### src/rtl/sa_pkg.sv
// Shared types and default sizing for the 1x8 FP16 systolic array controller.
package sa_pkg;

  localparam int unsigned SA_NUM_PE     = 8;
  localparam int unsigned SA_DATA_WIDTH = 16;
  localparam int unsigned SA_LEN_WIDTH  = 8;
  localparam int unsigned SA_LAT        = SA_NUM_PE + 3;

  typedef logic [15:0] fp16_t;

  typedef enum logic [1:0] {
    IDLE  = 2'd0,
    RUN   = 2'd1,
    DRAIN = 2'd2,
    DONE  = 2'd3
  } sa_state_t;

endpackage

### src/rtl/sa_deskew_line.sv
// Fixed-depth delay line used to re-align one PE's product slice; DEPTH = 0 is a wire.
module sa_deskew_line #(
  parameter int unsigned DEPTH      = 0,
  parameter int unsigned DATA_WIDTH = 16
) (
  input  logic                  clk,
  input  logic                  reset,
  input  logic [DATA_WIDTH-1:0] din,
  output logic [DATA_WIDTH-1:0] dout
);

  if (DEPTH == 0) begin : g_pass
    logic unused_ok;
    assign unused_ok = ^{clk, reset};
    assign dout      = din;
  end else begin : g_pipe
    logic [DATA_WIDTH-1:0] pipe [DEPTH];

    always_ff @(posedge clk or negedge reset) begin
      if (!reset) begin
        for (int i = 0; i < int'(DEPTH); i++) pipe[i] <= '0;
      end else begin
        pipe[0] <= din;
        for (int i = 1; i < int'(DEPTH); i++) pipe[i] <= pipe[i-1];
      end
    end

    assign dout = pipe[DEPTH-1];
  end

endmodule

### src/rtl/systolic_array_ctrl.sv
// Scheduler/feeder for the 1xN FP16 systolic array: weight file, A-stream feed,
// bubble tracking and product de-skew. Optional abort input under SA_CTRL_ABORT_EN.
module systolic_array_ctrl
  import sa_pkg::*;
#(
  parameter int unsigned NUM_PE     = SA_NUM_PE,
  parameter int unsigned DATA_WIDTH = SA_DATA_WIDTH,
  parameter int unsigned LEN_WIDTH  = SA_LEN_WIDTH
) (
  input  logic                         clk,
  input  logic                         reset,
`ifdef SA_CTRL_ABORT_EN
  input  logic                         abort,
`endif
  input  logic                         w_we,
  input  logic [$clog2(NUM_PE)-1:0]    w_addr,
  input  logic [DATA_WIDTH-1:0]        w_data,
  input  logic                         start,
  input  logic [LEN_WIDTH-1:0]         cfg_len,
  output logic                         busy,
  output logic                         done,
  input  logic                         a_valid,
  input  logic [DATA_WIDTH-1:0]        a_data,
  output logic                         a_ready,
  output logic [DATA_WIDTH-1:0]        arr_a,
  output logic [NUM_PE*DATA_WIDTH-1:0] arr_b,
  input  logic [NUM_PE*DATA_WIDTH-1:0] arr_out,
  output logic                         res_valid,
  output logic [NUM_PE*DATA_WIDTH-1:0] res_data
);

  localparam int unsigned LAT       = NUM_PE + 3;
  localparam int unsigned CNT_WIDTH = $clog2(LAT);

  sa_state_t state, state_next;

  logic [NUM_PE-1:0][DATA_WIDTH-1:0] w_q;
  logic [NUM_PE-1:0][DATA_WIDTH-1:0] deskewed;
  logic [LEN_WIDTH-1:0]              remaining;
  logic [CNT_WIDTH-1:0]              drain_cnt;
  logic [LAT-1:0]                    tag;
  logic                              accept;
  logic                              abort_hit;

  assign accept = a_valid && a_ready;

`ifdef SA_CTRL_ABORT_EN
  assign abort_hit = abort && ((state == RUN) || (state == DRAIN));
`else
  assign abort_hit = 1'b0;
`endif

  // Next-state logic; abort overrides the normal flow.
  always_comb begin
    state_next = state;
    unique case (state)
      IDLE:    if (start) state_next = (cfg_len == '0) ? DONE : RUN;
      RUN:     if (accept && (remaining == LEN_WIDTH'(1))) state_next = DRAIN;
      DRAIN:   if (drain_cnt == CNT_WIDTH'(LAT - 1)) state_next = DONE;
      DONE:    state_next = IDLE;
      default: state_next = IDLE;
    endcase
    if (abort_hit) state_next = DONE;
  end

  // State register with status flags decoded from the next state so they stay registered.
  always_ff @(posedge clk or negedge reset) begin
    if (!reset) begin
      state   <= IDLE;
      busy    <= 1'b0;
      done    <= 1'b0;
      a_ready <= 1'b0;
    end else begin
      state   <= state_next;
      busy    <= (state_next != IDLE);
      done    <= (state_next == DONE);
      a_ready <= (state_next == RUN);
    end
  end

  // Job bookkeeping: samples left to accept and cycles spent draining.
  always_ff @(posedge clk or negedge reset) begin
    if (!reset) begin
      remaining <= '0;
      drain_cnt <= '0;
    end else begin
      if ((state == IDLE) && start) remaining <= cfg_len;
      else if (accept)              remaining <= remaining - LEN_WIDTH'(1);
      drain_cnt <= (state == DRAIN) ? drain_cnt + CNT_WIDTH'(1) : '0;
    end
  end

  // Weights only change in IDLE, so a job always sees a stable set.
  always_ff @(posedge clk or negedge reset) begin
    if (!reset) begin
      w_q <= '0;
    end else if ((state == IDLE) && w_we) begin
      w_q[w_addr] <= w_data;
    end
  end

  assign arr_b = w_q;

  // Feed PE0 and track valid/bubble tags alongside the data through the array.
  always_ff @(posedge clk or negedge reset) begin
    if (!reset) begin
      arr_a <= '0;
      tag   <= '0;
    end else begin
      arr_a <= accept ? a_data : '0;
      tag   <= abort_hit ? '0 : {tag[LAT-2:0], accept};
    end
  end

  assign res_valid = tag[LAT-1];

  for (genvar k = 0; k < int'(NUM_PE); k++) begin : g_pe
    sa_deskew_line #(
      .DEPTH      (NUM_PE - 1 - k),
      .DATA_WIDTH (DATA_WIDTH)
    ) u_deskew (
      .clk   (clk),
      .reset (reset),
      .din   (arr_out[k*DATA_WIDTH +: DATA_WIDTH]),
      .dout  (deskewed[k])
    );
  end

  always_ff @(posedge clk or negedge reset) begin
    if (!reset) res_data <= '0;
    else        res_data <= deskewed;
  end

endmodule
### config.mk
export PLATFORM = sky130hd
export DESIGN_NAME = systolic_array_ctrl
export DESIGN_NICKNAME = d
export VERILOG_FILES = /design/src/rtl/sa_pkg.sv /design/src/rtl/sa_deskew_line.sv /design/src/rtl/systolic_array_ctrl.sv
export SDC_FILE = /design/constraint.sdc
export NUM_CORES = 1
export LEC_CHECK = 0
export CAP_MARGIN = 20
export CORE_MARGIN = 8
export CORE_UTILIZATION = 25
export CTS_CLUSTER_SIZE = 8
export DETAILED_ROUTE_END_ITERATION = 12
export SLEW_MARGIN = 20
export SYNTH_ARGS = -nofsm -noshare
export SYNTH_HDL_FRONTEND = slang
export SYNTH_SLANG_ARGS = --single-unit
### constraint.sdc
create_clock -name clk -period 2.1 [get_ports clk]
set_input_delay 0.21 -clock clk [delete_from_list [all_inputs] [get_ports clk]]
set_output_delay 0.21 -clock clk [all_outputs]
set_load 0.05 [all_outputs]
==> results.md <==
* Number of fill cells in the layout at 7647
* Worst Setup SP: arr_b[9]$_DFFE_PN0P_
* Worst-path clk slew at 0.05 ns
* Post-Synth Adder-Cell Area at 0.239%
* H-tree depth at 3
* CTS max path bufs at 3
* Largest family of logic cells by synthesized area: multiplexers
* Combinational share of power at 10.2%
* Clock Root Buffer: clkbuf_16
* Via count at 10500
* Worst stage delay on the critical path at 0.86 ns
* P_int at 0.0259 W
* Final net count at approximately 1900
* Synth area leaders: dfrtp_1, mux2_2, and3_1, buf_6, ha_1
* Clock Latency Late Sink at 0.65 ns
* Clk_skew at 0.0407 ns
* Syn_nets at between 1000 and 1500
* Switch Pwr at about 0.0084 W
* CTS tree: built
* Sequential share of power at 45.9%
* HP Start: arr_out[53]
* Die Width at 305 um
* Core Area at about 83000 um^2
* Post-CTS Setup Inserts at 0
* Tmin final at 2.03 ns
* Status: completed
* Max-Cap Viols at 0
* Clock power frac at 43.8%
* Final hold vios at 0
* Initial Utilization at around a quarter
* CP max stage cell: clkdlybuf4s50_1
* Final WS setup at 0.0691 ns
* Die Y at 305 um
* Final setup violation count at 0
* Compound-cell area share of the yosys netlist at less than 1%
* WS Path Type: flop to output pin
* First-pass GRT wire length at between 70 and 80 mm
* Post-Synth Simple-Gate Area at 2.11%
* Hold WC Path Type: input pin to flop
* Fin Setup TNS at 0 ns
* Count of cell types in the netlist at 36
* Ordered list of cells on the worst path: clkdlybuf4s50_1
* Finished Cell Area at 31300 um^2
* First-pass DRT Iterations at 4
* XOR/XNOR Fraction of Synth Area at less than 1%
* Post-Place Worst Slack at -0.0247 ns
* Vias in the first global route at 12500
* Relative max-transition margin at a little under three fifths
* Vias per cell at ~3.8
* IO Port Bufs at between 400 and 500
* CTS Sinks at 748
* Startpoint type of the worst setup path: flop
* Area of the multi-input gates at roughly 2100 um^2
* Maximum vdd drop at roughly 0.7 mV
* Sequential share of the synthesized area at 89.5%
* Cell family with most CP delay: buffers and inverters
* Hpwl dp at about 33 mm
* Largest net degree at the start of global routing at 85
* Syn avg cell area at 21.2 um^2
* Initial drt markers at 313
* Mapped cell area at approximately 21000 um^2
* RSZ-0062 raised after global routing: no
* CP endpoint kind: output pin
* Antenna violations before repair at 7
* Final Util at 37.5%
* Post-Syn Instances at approximately 1000
* Critical path required time at approximately 1.9 ns
* Largest area contributor in the netlist: dfrtp_1
* Fin. max-slew vios at 0
* Sw frac at 24.4%
* CP arrival at 1.82 ns
* Total track usage at about 10%
* Mux contribution to synthesized area at between 6 and 7%
* Routed Antenna Nets at 0
* Top Ports at 452
* Synth top area share at between 80 and 90%
* Reg2reg start: state[0]$_DFF_PN0_
* WP buf/inv at 1
* Layout cells sized above 1 at 18.1%
* GP Congestion at 0.734
* Area after DPL at 27100 um^2
* Hold Worst Slack at 0.0467 ns
* Ys Warns at 0
* Register area at 18700 um^2
* Num CTS Buffers at 105
* Worst Tran Pin Value at 0.674 ns
* Crit Path Max Fanout at 2
* DRT Wirelength at roughly 48 mm
* PD cells at 1100 nW/um^2
* Drc violations at 0
* Grt ovf at 0
* Fmax at 492 MHz
* Period utilisation layout at 96.7%
* Die area at 93200 um^2
* Routed WL per cell at 17.2 um
* #FFs+latches synth at ~750
* # rows at 106
* P_leak at 14.7 nW
* Area delta synth->final at 49.4%
[path summary, 6_finish.rpt]
kind	endpoint	slack, ns	cells past startpoint
setup / recovery	arr_b[9]	0.07	1
hold / removal	g_pe[3].u_deskew.g_pipe.pipe[53]$_DFF_PN0_	0.05	1
hold reg to reg	g_pe[1].u_deskew.dout[14]$_DFF_PN0_	0.31	0
min in group asynchronous	g_pe[0].u_deskew.g_pipe.pipe[23]$_DFF_PN0_	0.12	2
max in group asynchronous	res_data[62]$_DFF_PN0_	1.06	3
setup reg to reg	arr_b[57]$_DFFE_PN0P_	0.23	4
[flip-flops by register name (all words and copies together) (netlist names)]
| name | flops |
|---|---|
| res_data | 128 |
| g_pe.u_deskew.g_pipe.pipe | 336 |
| arr_a | 16 |
| a_ready | 1 |
| tag | 11 |
| g_pe.u_deskew.dout | 112 |
| remaining | 8 |
| drain_cnt | 4 |
| arr_b | 128 |
| state | 2 |
| busy | 1 |
| done | 1 |
[cell families (layout without fill, tap and decap cells)]
logic type	after synthesis	count (layout)
AO/OA/AOI/OAI	17	17
XOR/XNOR	4	4
adder cells (fa/ha/maj)	4	4
buffers and inverters	20	732
flip-flops	748	748
multiplexers	128	128
other	0	3
AND/OR/NAND/NOR	66	66
[area by class of cell]
class                   count  area share (%)
well taps                1080            4.32
multi-input cells         219            6.63
clock inverters            11           0.945
inverters                   5          0.0600
flip-flops and latches    748            59.9
diodes                      3          0.0240
repair buffers            606            19.7
clock buffers             110            8.47
[routing by layer]
metal / GRT usage, % / vias up / wire, um
met5: 0 / - / 26
li1: - / 4612 / -
met3: 4.81 / 111 / 4540
met2: 16.5 / 389 / 22800
met4: 3.79 / 4 / 1380
met1: 11.7 / 5411 / 19000
[stage by stage]
stage / power, W / cells
detailed placement: 0.0194 / 2546
CTS: 0.0349 / 2779
floorplan: 0.0176 / 987
finish: 0.0343 / 2782
global placement: 0.0193 / 2546
global route: 0.0358 / 2779
[timing repair]
action,4_1_cts,5_1_grt
hold endpoints to repair,405,0
resized for setup,49,45
setup endpoints to repair,49,45
hold buffers,112,0
[synth_stat cells]
cell type	number
dfrtp_1	748
mux2_2	128
and3_1	18
nor2_1	11
o21ai_0	8
nand2_2	6
a31oi_1	5
buf_4	5
buf_6	5
inv_1	5
nand2_1	5
ha_1	4
clkbuf_1	3
nand3_1	3
or3_2	3
or4_1	3
nor2b_1	2
nor3_1	2
nor3b_1	2
o31ai_1	2
or3_1	2
xnor2_1	2
xor2_1	2
a21bo_2	1
buf_2	1
clkbuf_2	1
nand2b_1	1
nand4bb_1	1
nand4bb_2	1
nor4b_4	1
nor4bb_1	1
nor4bb_4	1
o31a_1	1
or3b_2	1
or4_2	1
or4_4	1
[cell usage in the layout (no fill, tap or decap), types with 3 or more instances in the layout]
cell	Yosys	routed
nand2_1	5	5
bufinv_16	0	3
clkinv_16	0	6
mux2_2	128	128
ha_1	4	4
and3_1	18	18
clkbuf_16	0	105
clkdlybuf4s50_1	0	353
nand2_2	6	6
dlygate4sd2_1	0	49
nor2_1	11	11
dfrtp_1	748	748
inv_1	5	5
o21ai_0	8	8
buf_12	0	11
dlygate4sd3_1	0	112
clkbuf_1	3	5
or4_1	3	3
diode_2	0	3
or3_2	3	3
nand3_1	3	3
buf_4	5	35
a31oi_1	5	5
dlymetal6s2s_1	0	45
[power by group through the flow]
stage | clock (W) | sequential (W) | combinational [W]
global route | 0.0163 | 0.0158 | 0.00371
CTS | 0.0156 | 0.0157 | 0.00358
detailed placement | 0 | 0.0160 | 0.00343
floorplan | 0 | 0.0172 | 0.000405
global placement | 0 | 0.0159 | 0.00338
finish | 0.0150 | 0.0157 | 0.00351
Power figures use the tool's default switching activity.
